===== src/rtl/dmem_lsu.sv =====
// Load/store unit between the MEM stage and four byte-wide data banks.
// Steers store bytes per lane, issues per-lane reads and extends the returned load data.
module dmem_lsu #(
    parameter int ADDR_WIDTH = 8
) (
    input  logic                          CLK,
    input  logic                          RST,
    input  logic                          REQ_VALID,
    output logic                          REQ_READY,
    input  logic                          REQ_WE,
    input  logic [2:0]                    REQ_FUNCT3,
    input  logic [ADDR_WIDTH-1:0]         REQ_ADDR,
    input  logic [31:0]                   REQ_WDATA,
    output logic                          RSP_VALID,
    input  logic                          RSP_READY,
    output logic [31:0]                   RSP_RDATA,
    output logic                          RSP_ERR,
    output logic [4*(ADDR_WIDTH-2)-1:0]   BANK_ADDR,
    output logic [3:0]                    BANK_WE,
    output logic [3:0]                    BANK_RE,
    output logic [31:0]                   BANK_DIN,
    input  logic [31:0]                   BANK_DOUT
);

    localparam int WW = ADDR_WIDTH - 2;

    typedef enum logic [1:0] {
        ST_IDLE = 2'd0,
        ST_WAIT = 2'd1,
        ST_HOLD = 2'd2
    } state_t;

    state_t        state_r;
    logic [1:0]    off_r;
    logic [2:0]    f3_r;
    logic [31:0]   hold_data_r;
    logic          hold_err_r;

    logic          req_ready_s;
    logic          accept_s;
    logic          legal_s;
    logic          load_acc_s;
    logic [1:0]    off_s;
    logic [WW-1:0] word_s;
    logic [WW-1:0] word_inc_s;
    logic [3:0]    lane_mask_s;
    logic [63:0]   din_rot_s;
    logic [63:0]   dout_rot_s;
    logic [31:0]   load_data_s;

    function automatic logic f3_legal(input logic [2:0] f3);
        case (f3)
            3'b000, 3'b001, 3'b010, 3'b100, 3'b101: return 1'b1;
            default:                                return 1'b0;
        endcase
    endfunction

    function automatic logic [3:0] size_mask(input logic [2:0] f3);
        case (f3[1:0])
            2'b00:   return 4'b0001;
            2'b01:   return 4'b0011;
            2'b10:   return 4'b1111;
            default: return 4'b0000;
        endcase
    endfunction

    // Circular left rotate of a 4-lane mask by the byte offset.
    function automatic logic [3:0] rotl_mask(input logic [3:0] m, input logic [1:0] o);
        logic [7:0] m2;
        m2 = {m, m} << o;
        return m2[7:4];
    endfunction

    assign req_ready_s = !RST && ((state_r == ST_IDLE) || ((state_r == ST_WAIT) && RSP_READY));
    assign accept_s    = REQ_VALID && req_ready_s;
    assign legal_s     = f3_legal(REQ_FUNCT3);
    assign load_acc_s  = accept_s && !REQ_WE;
    assign off_s       = REQ_ADDR[1:0];
    assign word_s      = REQ_ADDR[ADDR_WIDTH-1:2];
    assign word_inc_s  = word_s + {{(WW-1){1'b0}}, 1'b1};
    assign lane_mask_s = legal_s ? rotl_mask(size_mask(REQ_FUNCT3), off_s) : 4'b0000;
    assign din_rot_s   = {REQ_WDATA, REQ_WDATA} << {off_s, 3'b000};
    assign dout_rot_s  = {BANK_DOUT, BANK_DOUT} >> {off_r, 3'b000};

    assign REQ_READY = req_ready_s;
    assign BANK_DIN  = din_rot_s[63:32];
    assign RSP_VALID = (state_r != ST_IDLE);

    // Bank enables fire only in the acceptance cycle.
    always_comb begin
        BANK_WE = 4'b0000;
        BANK_RE = 4'b0000;
        if (accept_s) begin
            if (REQ_WE) begin
                BANK_WE = lane_mask_s;
            end else begin
                BANK_RE = lane_mask_s;
            end
        end else begin
            BANK_WE = 4'b0000;
            BANK_RE = 4'b0000;
        end
    end

    // Lanes below the offset that carry a used byte address the next word (wrapping).
    always_comb begin
        BANK_ADDR = '0;
        for (int i = 0; i < 4; i++) begin
            if (lane_mask_s[i] && (i < int'(off_s))) begin
                BANK_ADDR[i*WW +: WW] = word_inc_s;
            end else begin
                BANK_ADDR[i*WW +: WW] = word_s;
            end
        end
    end

    // Sign/zero extension of the rotated bank data; illegal funct3 yields zero.
    always_comb begin
        load_data_s = 32'h0000_0000;
        case (f3_r)
            3'b000:  load_data_s = {{24{dout_rot_s[7]}}, dout_rot_s[7:0]};
            3'b001:  load_data_s = {{16{dout_rot_s[15]}}, dout_rot_s[15:0]};
            3'b010:  load_data_s = dout_rot_s[31:0];
            3'b100:  load_data_s = {24'h00_0000, dout_rot_s[7:0]};
            3'b101:  load_data_s = {16'h0000, dout_rot_s[15:0]};
            default: load_data_s = 32'h0000_0000;
        endcase
    end

    // Response mux: live bank data while waiting, captured copy while held.
    always_comb begin
        RSP_RDATA = 32'h0000_0000;
        RSP_ERR   = 1'b0;
        case (state_r)
            ST_WAIT: begin
                RSP_RDATA = load_data_s;
                RSP_ERR   = !f3_legal(f3_r);
            end
            ST_HOLD: begin
                RSP_RDATA = hold_data_r;
                RSP_ERR   = hold_err_r;
            end
            default: begin
                RSP_RDATA = 32'h0000_0000;
                RSP_ERR   = 1'b0;
            end
        endcase
    end

    // Response FSM: capture load attributes, hold the result under backpressure.
    always_ff @(posedge CLK or posedge RST) begin
        if (RST) begin
            state_r     <= ST_IDLE;
            off_r       <= 2'b00;
            f3_r        <= 3'b000;
            hold_data_r <= 32'h0000_0000;
            hold_err_r  <= 1'b0;
        end else begin
            case (state_r)
                ST_IDLE: begin
                    if (load_acc_s) begin
                        state_r <= ST_WAIT;
                        off_r   <= off_s;
                        f3_r    <= REQ_FUNCT3;
                    end else begin
                        state_r <= ST_IDLE;
                    end
                end
                ST_WAIT: begin
                    if (RSP_READY) begin
                        if (load_acc_s) begin
                            state_r <= ST_WAIT;
                            off_r   <= off_s;
                            f3_r    <= REQ_FUNCT3;
                        end else begin
                            state_r <= ST_IDLE;
                        end
                    end else begin
                        state_r     <= ST_HOLD;
                        hold_data_r <= load_data_s;
                        hold_err_r  <= !f3_legal(f3_r);
                    end
                end
                ST_HOLD: begin
                    if (RSP_READY) begin
                        state_r <= ST_IDLE;
                    end else begin
                        state_r <= ST_HOLD;
                    end
                end
                default: begin
                    state_r <= ST_IDLE;
                end
            endcase
        end
    end

endmodule


===== config.mk =====
export PLATFORM = sky130hd
export DESIGN_NAME = dmem_lsu
export DESIGN_NICKNAME = d
export VERILOG_FILES = /design/src/rtl/dmem_lsu.sv
export SDC_FILE = /design/constraint.sdc
export NUM_CORES = 1
export LEC_CHECK = 0
export BUFFER_PORTS_ARGS = -buffer_cell sky130_fd_sc_hd__buf_2
export CAP_MARGIN = 20
export CORE_ASPECT_RATIO = 0.9
export CORE_MARGIN = 2
export CORE_UTILIZATION = 35
export CTS_BUF_LIST = sky130_fd_sc_hd__clkbuf_2 sky130_fd_sc_hd__clkbuf_4 sky130_fd_sc_hd__clkbuf_8
export CTS_CLUSTER_DIAMETER = 30
export DETAILED_ROUTE_END_ITERATION = 10
export PLACE_DENSITY = 0.69
export SETUP_SLACK_MARGIN = 0.2
export SLEW_MARGIN = 20
export SYNTH_ARGS = -nofsm -noshare
export SYNTH_HDL_FRONTEND = slang
export SYNTH_SLANG_ARGS = --single-unit

===== constraint.sdc =====
create_clock -name CLK -period 4.87 [get_ports CLK]
set_clock_uncertainty 0.2 [all_clocks]
set_input_delay 0.487 -clock CLK [delete_from_list [all_inputs] [get_ports CLK]]
set_output_delay 0.487 -clock CLK [all_outputs]
set_load 0.005 [all_outputs]

==> results of run 1 <==
-- power by group through the flow --
stage	clock, mW	sequential, mW	combinational, mW
after CTS	0.246	0.565	0.702
after global placement	0	0.563	0.674
after global routing	0.261	0.589	0.770
after detailed placement	0	0.572	0.697
after floorplan	0	0.513	0.558
final	0.238	0.566	0.702
-- final cells by class --
class	count	area, µm²
Fill cell	1180	6780
Clock inverter	2	15.0
Inverter	9	33.8
Tap cell	160	200
Clock buffer	6	82.6
Timing Repair Buffer	182	923
Sequential cell	40	1000
Multi-Input combinational cell	333	3130
-- layer usage --
metal | up-vias | track usage, % | part of all wire [%]
met2 | 195 | 33.0 | 52
met3 | 14 | 2.93 | 6.8
met4 | 0 | 4.43 | 1.2
met5 | - | 0 | 0
met1 | 2103 | 24.6 | 40
li1 | 1920 | - | -
-- state kept, by name, indices dropped and copies added, names as in the netlist --
name,flops
f3_r,3
hold_err_r,1
off_r,2
hold_data_r,32
state_r,2
-- tightest hold or removal path: cells and delay by family --
family	cells	cell delay, ps
buf+inv	3	600
-- cell families after synthesis --
family	count (synthesis)	share of synthesized area, %
and+or+nand+nor	137	14.7
DFF	40	22.8
buffers and inverters	52	6.03
muxes	78	35.8
xor gates and xnor gates	16	3.19
adders and majority gates	10	2.85
AOI/OAI and AO/OA	92	14.7
-- per-stage QoR --
step	std cells	area [µm²]	power (mW)	utilization, %
final	732	5390	1.51	44.3
after floorplan	425	4400	1.07	-
after global routing	732	5390	1.62	44.3
after global placement	724	5290	1.24	43.4
after CTS	732	5390	1.51	44.2
after detailed placement	724	5290	1.27	43.4
-- synth_stat cells (10+ instances only) --
library cell	number	area [µm²]
ha_1	10	125
clkbuf_1	13	48.8
nor2_1	14	52.6
xnor2_1	13	114
o21ai_0	23	115
a22oi_1	41	308
mux4_2	61	1370
buf_2	17	85.1
mux2_2	10	113
a21oi_1	10	50.1
nand2_1	82	308
dfrtp_1	40	1000
nand3_1	10	50.1
-- worst max-delay path by stage --
stage                         start  slack (ps)  depth (start not counted)       endpoint
6_report       off_r[0]$_DFFE_PP0P_        1150                          5  RSP_RDATA[14]
5_1_grt        off_r[0]$_DFFE_PP0P_         890                          5  RSP_RDATA[13]
4_1_cts        off_r[0]$_DFFE_PP0P_        1160                          5  RSP_RDATA[14]
3_5_place_dp   off_r[0]$_DFFE_PP0P_        1510                          5  RSP_RDATA[14]
3_3_place_gp   off_r[0]$_DFFE_PP0P_        1670                          5  RSP_RDATA[10]
2_1_floorplan           REQ_ADDR[1]        2500                          5   BANK_ADDR[1]
==> impl_metrics.xml, run 1 <==
<?xml version="1.0" encoding="UTF-8"?>
<metrics>
  <group name="routing">
    <metric name="drt_iter0_markers" unit="">324</metric>
    <metric name="drt_drc_violations_left" unit="">0</metric>
    <metric name="dr_total_vias" unit="">4232</metric>
    <metric name="drt_first_pass_iters" unit="">6</metric>
    <metric name="route.antenna.remaining_nets" unit="">0</metric>
    <metric name="detail_route.vias_per_cell" unit="">5.78</metric>
    <metric name="wl_per_cell" unit="µm">17.6</metric>
    <metric name="wirelength" unit="µm">12900</metric>
  </group>
  <group name="global_route">
    <metric name="vias_in_the_first_global_route" unit="">4054</metric>
    <metric name="pin_count_of_the_biggest_net_entering_global_routing" unit="">50</metric>
    <metric name="grt-ovfl-total" unit="">0</metric>
    <metric name="global_route.usage.total" unit="%">18.8</metric>
    <metric name="antenna_violations_before_repair" unit="">0</metric>
    <metric name="grt_pass1_wl" unit="µm">20300</metric>
  </group>
  <group name="floorplan">
    <metric name="die-height" unit="µm">110</metric>
    <metric name="io-pin-count" unit="">179</metric>
    <metric name="fp-row-count" unit="">38</metric>
    <metric name="die-width" unit="µm">122</metric>
    <metric name="initial_utilization" unit="%">36.1</metric>
    <metric name="die_area" unit="µm²">13500</metric>
    <metric name="core_region_area" unit="µm²">12200</metric>
  </group>
  <group name="place">
    <metric name="detailedPlace.worstSlack" unit="ps">1510</metric>
    <metric name="gp_congestion" unit="">0.877</metric>
    <metric name="dp_hpwl" unit="µm">9810</metric>
    <metric name="port_buffers" unit="">178</metric>
  </group>
  <group name="power">
    <metric name="combinational_fraction_of_design_power" unit="%">46.6</metric>
    <metric name="share_clk_of_total_power" unit="%">15.8</metric>
    <metric name="leakage_power_of_the_design" unit="nW">2.51</metric>
    <metric name="powerDensity" unit="nW/µm²">280</metric>
    <metric name="switching_share" unit="%">38.4</metric>
    <metric name="ir_drop_worst_vdd" unit="mV">0.112</metric>
    <metric name="switching_power" unit="mW">0.579</metric>
    <metric name="power_report.internal_total" unit="mW">0.927</metric>
    <metric name="pwr-share-seq" unit="%">37.6</metric>
  </group>
  <group name="timing">
    <metric name="final.setup.worst_slack" unit="ps">1150</metric>
    <metric name="layout_min_cycle_time" unit="ps">3720</metric>
    <metric name="rsz0062_at_grt" unit="">false</metric>
    <metric name="final_hold_viol_count" unit="">0</metric>
    <metric name="setup-tns-final" unit="ps">0</metric>
    <metric name="drv_slew" unit="">0</metric>
    <metric name="timing.hold.ws" unit="ps">126</metric>
    <metric name="maxSlewHeadroom" unit="%">35.7</metric>
    <metric name="report.final.setup_viol" unit="">0</metric>
    <metric name="post-route-period-util" unit="%">76.4</metric>
    <metric name="maximum_achievable_frequency" unit="MHz">269</metric>
    <metric name="max_slew.worst_pin.slew" unit="ps">965</metric>
  </group>
  <group name="clock_tree">
    <metric name="post_cts.repair.setup_buffers" unit="">0</metric>
    <metric name="clkLatencyLatePin" unit="ps">300</metric>
    <metric name="clk_slew_on_worst_s_h_paths" unit="ps">80</metric>
    <metric name="holdBufCountCts" unit="">0</metric>
    <metric name="number_of_buffers_created_by_cts" unit="">5</metric>
    <metric name="cts_root_buf" unit="">clkbuf_8</metric>
    <metric name="cts_repair_resize_count" unit="">0</metric>
    <metric name="numClockSinks" unit="">40</metric>
    <metric name="cts_tree" unit="">built</metric>
    <metric name="cts_buffer_depth" unit="">2</metric>
    <metric name="htree_num_levels" unit="">2</metric>
  </group>
  <group name="final_layout">
    <metric name="layout_common_cells" unit="">buf_2, nand2_1, mux4_2</metric>
    <metric name="post_route_cells_drive_above_1_share" unit="%">47.7</metric>
    <metric name="nets" unit="">661</metric>
    <metric name="area.growth.synth_to_final" unit="%">22.5</metric>
    <metric name="diode_count" unit="">0</metric>
    <metric name="layout_commonest_cell" unit="">buf_2</metric>
  </group>
  <group name="worst_setup_path">
    <metric name="regToRegEndpoint" unit="">f3_r[0]$_DFFE_PP0P_</metric>
    <metric name="r2r_setup_slack" unit="ps">2060</metric>
    <metric name="timing_worst_setup_path_type" unit="">reg -&gt; out</metric>
    <metric name="start_kind" unit="">flop</metric>
    <metric name="critical_path_peak_fanout" unit="">36</metric>
    <metric name="slowest_delay" unit="ps">1010</metric>
    <metric name="worst_path_dominant_cell_family" unit="">flip-flops</metric>
    <metric name="worst_path_max_delay_cell" unit="">dfrtp_2</metric>
    <metric name="cp.arrival" unit="ps">3030</metric>
    <metric name="timing.rr.start" unit="">state_r[1]$_DFF_PP0_</metric>
    <metric name="required" unit="ps">4180</metric>
    <metric name="worstRegToRegCells" unit="">6</metric>
    <metric name="crit_path_cell_trace" unit="">mux4_2 -&gt; nor4b_4 -&gt; a221oi_1 -&gt; nor3b_1 -&gt; buf_2</metric>
    <metric name="endpoint_kind" unit="">primary output</metric>
    <metric name="timing.critical_path.buf_inv" unit="">1</metric>
  </group>
  <group name="worst_hold_path">
    <metric name="hp-class" unit="">in -&gt; async</metric>
  </group>
  <group name="yosys">
    <metric name="postSynthAreaPerCell" unit="µm²">10.3</metric>
    <metric name="syn_nets" unit="">515</metric>
    <metric name="synth_cell_types" unit="">46</metric>
    <metric name="synth-main-ff-cell" unit="">dfrtp_1</metric>
    <metric name="yosysWarningCount" unit="">0</metric>
    <metric name="share_of_synthesized_area_occupied_by_flip_flops_and_latches" unit="%">22.8</metric>
    <metric name="postSynthRegisterBits" unit="">40</metric>
    <metric name="edff_count_synth" unit="">0</metric>
    <metric name="syn-cell-area" unit="µm²">4400</metric>
    <metric name="syn-instance-count" unit="">425</metric>
    <metric name="async_reset_ff_share" unit="%">100</metric>
  </group>
  <group name="flow_run">
    <metric name="maxCapViolations" unit="">0</metric>
  </group>
  <group name="status">
    <metric name="run_status" unit="">finished clean</metric>
  </group>
</metrics>
Note: power is estimated with default switching activity, not from simulation.
==> run 2: changes to the inputs <==
PLACE_DENSITY = 0.71   (was 0.69)
clock period = 3.25 ns   (was 4.87 ns; I/O delays follow)
==> run 2 against run 1 <==
Total power rose by 49%. Hold slack worse by 86 ps. Sequential share of layout area is 0.29 points lower. Via count increased by 2.1%. Count of clock-buffer cells in the layout grew 1. Final cell count rose by 1.8%. Largest cell class unchanged. Highest routed layer unchanged.
==> impl_metrics.xml, run 2 (same netlist as run 1, synthesis figures left out) <==
<?xml version="1.0" encoding="UTF-8"?>
<metrics>
  <group name="status">
    <metric name="run_status" unit="">finished clean</metric>
  </group>
  <group name="routing">
    <metric name="drt_first_pass_iters" unit="">5</metric>
    <metric name="detail_route.vias_per_cell" unit="">5.80</metric>
    <metric name="drt_iter0_markers" unit="">404</metric>
    <metric name="dr_total_vias" unit="">4322</metric>
    <metric name="wirelength" unit="µm">13300</metric>
    <metric name="route.antenna.remaining_nets" unit="">0</metric>
    <metric name="wl_per_cell" unit="µm">17.8</metric>
    <metric name="drt_drc_violations_left" unit="">0</metric>
  </group>
  <group name="global_route">
    <metric name="grt-ovfl-total" unit="">0</metric>
    <metric name="pin_count_of_the_biggest_net_entering_global_routing" unit="">49</metric>
    <metric name="global_route.usage.total" unit="%">19.3</metric>
    <metric name="antenna_violations_before_repair" unit="">1</metric>
    <metric name="grt_pass1_wl" unit="µm">20900</metric>
    <metric name="vias_in_the_first_global_route" unit="">4100</metric>
  </group>
  <group name="worst_setup_path">
    <metric name="crit_path_cell_trace" unit="">mux4_2 -&gt; nor4b_4 -&gt; a221oi_1 -&gt; nor3b_1 -&gt; buf_2</metric>
    <metric name="timing.rr.start" unit="">state_r[1]$_DFF_PP0_</metric>
    <metric name="endpoint_kind" unit="">primary output</metric>
    <metric name="required" unit="ps">2720</metric>
    <metric name="critical_path_peak_fanout" unit="">15</metric>
    <metric name="regToRegEndpoint" unit="">off_r[1]$_DFFE_PP0P_</metric>
    <metric name="worst_path_max_delay_cell" unit="">nor4b_4</metric>
    <metric name="worstRegToRegCells" unit="">6</metric>
    <metric name="cp.arrival" unit="ps">2430</metric>
    <metric name="start_kind" unit="">flop</metric>
    <metric name="slowest_delay" unit="ps">700</metric>
    <metric name="r2r_setup_slack" unit="ps">700</metric>
    <metric name="timing_worst_setup_path_type" unit="">reg -&gt; out</metric>
  </group>
  <group name="final_layout">
    <metric name="layout_commonest_cell" unit="">buf_2</metric>
    <metric name="layout.cell_area.non_filler" unit="µm²">5470</metric>
    <metric name="nets" unit="">673</metric>
    <metric name="top_register" unit="">hold_data_r</metric>
    <metric name="post_route_cells_drive_above_1_share" unit="%">48.6</metric>
    <metric name="layout_common_cells" unit="">buf_2, nand2_1, mux4_2</metric>
    <metric name="largest_register_ffs" unit="">32</metric>
    <metric name="area.growth.synth_to_final" unit="%">24.4</metric>
    <metric name="top_regs" unit="">hold_data_r (32), f3_r (3)</metric>
  </group>
  <group name="timing">
    <metric name="timing.hold.ws" unit="ps">39.9</metric>
    <metric name="rsz0062_at_grt" unit="">false</metric>
    <metric name="maxSlewHeadroom" unit="%">44.0</metric>
    <metric name="post-route-period-util" unit="%">90.8</metric>
    <metric name="report.final.setup_viol" unit="">0</metric>
    <metric name="final_hold_viol_count" unit="">0</metric>
    <metric name="drv_slew" unit="">0</metric>
    <metric name="max_slew.worst_pin.slew" unit="ps">837</metric>
    <metric name="layout_min_cycle_time" unit="ps">2950</metric>
    <metric name="setup-tns-final" unit="ps">0</metric>
    <metric name="maximum_achievable_frequency" unit="MHz">339</metric>
  </group>
  <group name="floorplan">
    <metric name="die-width" unit="µm">122</metric>
    <metric name="core_region_area" unit="µm²">12200</metric>
    <metric name="io-pin-count" unit="">179</metric>
    <metric name="initial_utilization" unit="%">36.1</metric>
    <metric name="die_area" unit="µm²">13500</metric>
    <metric name="die-height" unit="µm">110</metric>
    <metric name="fp-row-count" unit="">38</metric>
  </group>
  <group name="worst_hold_path">
    <metric name="hold-path-cell-count" unit="">2</metric>
    <metric name="timing.hold.worst_endpoint" unit="">state_r[1]$_DFF_PP0_</metric>
    <metric name="hp-class" unit="">in -&gt; reg</metric>
    <metric name="hp_start" unit="">RSP_READY</metric>
  </group>
  <group name="clock_tree">
    <metric name="numClockSinks" unit="">40</metric>
    <metric name="post_cts.repair.setup_buffers" unit="">0</metric>
    <metric name="cts_buffer_depth" unit="">2</metric>
    <metric name="clkLatencyLatePin" unit="ps">290</metric>
    <metric name="cts_tree" unit="">built</metric>
    <metric name="htree_num_levels" unit="">2</metric>
    <metric name="clk_slew_on_worst_s_h_paths" unit="ps">80</metric>
    <metric name="number_of_buffers_created_by_cts" unit="">5</metric>
    <metric name="cts_root_buf" unit="">clkbuf_8</metric>
  </group>
  <group name="place">
    <metric name="port_buffers" unit="">178</metric>
    <metric name="gp_congestion" unit="">0.893</metric>
    <metric name="place_area" unit="µm²">5370</metric>
    <metric name="dp_hpwl" unit="µm">10100</metric>
  </group>
  <group name="power">
    <metric name="report.power.total" unit="mW">2.24</metric>
    <metric name="powerDensity" unit="nW/µm²">409</metric>
    <metric name="ir_drop_worst_vdd" unit="mV">0.153</metric>
    <metric name="leakage_power_of_the_design" unit="nW">2.58</metric>
  </group>
  <group name="flow_run">
    <metric name="maxCapViolations" unit="">0</metric>
  </group>
</metrics>
[run 2: changes by cell type in the layout (fill, tap and decap cells not counted)]
cell and change:
buf_4 +10, clkbuf_8 -1, clkinvlp_4 -2, clkinv_2 +1, buf_2 +1, dlygate4sd3_1 +1
clkbuf_4 +2, diode_2 +1
[run 2: stage by stage]
step	util, %	setup slack (ps)	cells
2_1_floorplan	-	1090	425
3_3_place_gp	44.1	732	735
3_5_place_dp	44.1	688	735
4_1_cts	44.9	341	744
5_1_grt	44.9	200	744
6_report	45.0	298	745
[run 2: where the power goes]
part / total (mW) / internal, mW / switching (mW)
Combinational: 1.10 / 0.550 / 0.553
Clock: 0.336 / 0.168 / 0.169
Sequential: 0.801 / 0.679 / 0.122
Total: 2.24 / 1.40 / 0.844
[run 2: final cells by class]
class | instances | area (µm²)
fill | 1190 | 6700
multi-input combinational | 333 | 3130
timing repair buffer | 194 | 1010
sequential | 40 | 1000
tap | 160 | 200
clock buffer | 7 | 83.8
inverter | 9 | 33.8
clock inverter | 1 | 5.00
antenna | 1 | 2.50
[run 2: critical path, delay by kind of cell (launching register included)]
kind / cells / cell delay, ps
AOI/OAI and AO/OA: 1 / 110
and+or+nand+nor: 2 / 1050
muxes: 1 / 390
DFF: 1 / 400
buffers and inverters: 1 / 180
[run 2: routing by layer]
metal	vias up	share of wire, %	track usage, %
met2	205	52	34.2
met5	-	0	0
met3	21	7.9	3.91
li1	1950	-	-
met4	0	1.2	4.27
met1	2146	39	24.5
[run 2: how the worst max path moves through the flow]
stage	to	startpoint	slack, ps
floorplan	f3_r[0]$_DFFE_PP0P_	state_r[1]$_DFF_PP0_	1090
global placement	RSP_RDATA[10]	off_r[1]$_DFFE_PP0P_	730
detailed placement	RSP_RDATA[28]	state_r[1]$_DFF_PP0_	690
CTS	RSP_RDATA[13]	off_r[1]$_DFFE_PP0P_	340
global route	RSP_RDATA[28]	state_r[1]$_DFF_PP0_	200
finish	RSP_RDATA[13]	off_r[1]$_DFFE_PP0P_	300
[run 2: what timing repair did]
action                                 4_1_cts  5_1_grt
endpoints found under the hold margin       30        0
hold buffers                                 1        0
gates resized for setup                      0        0
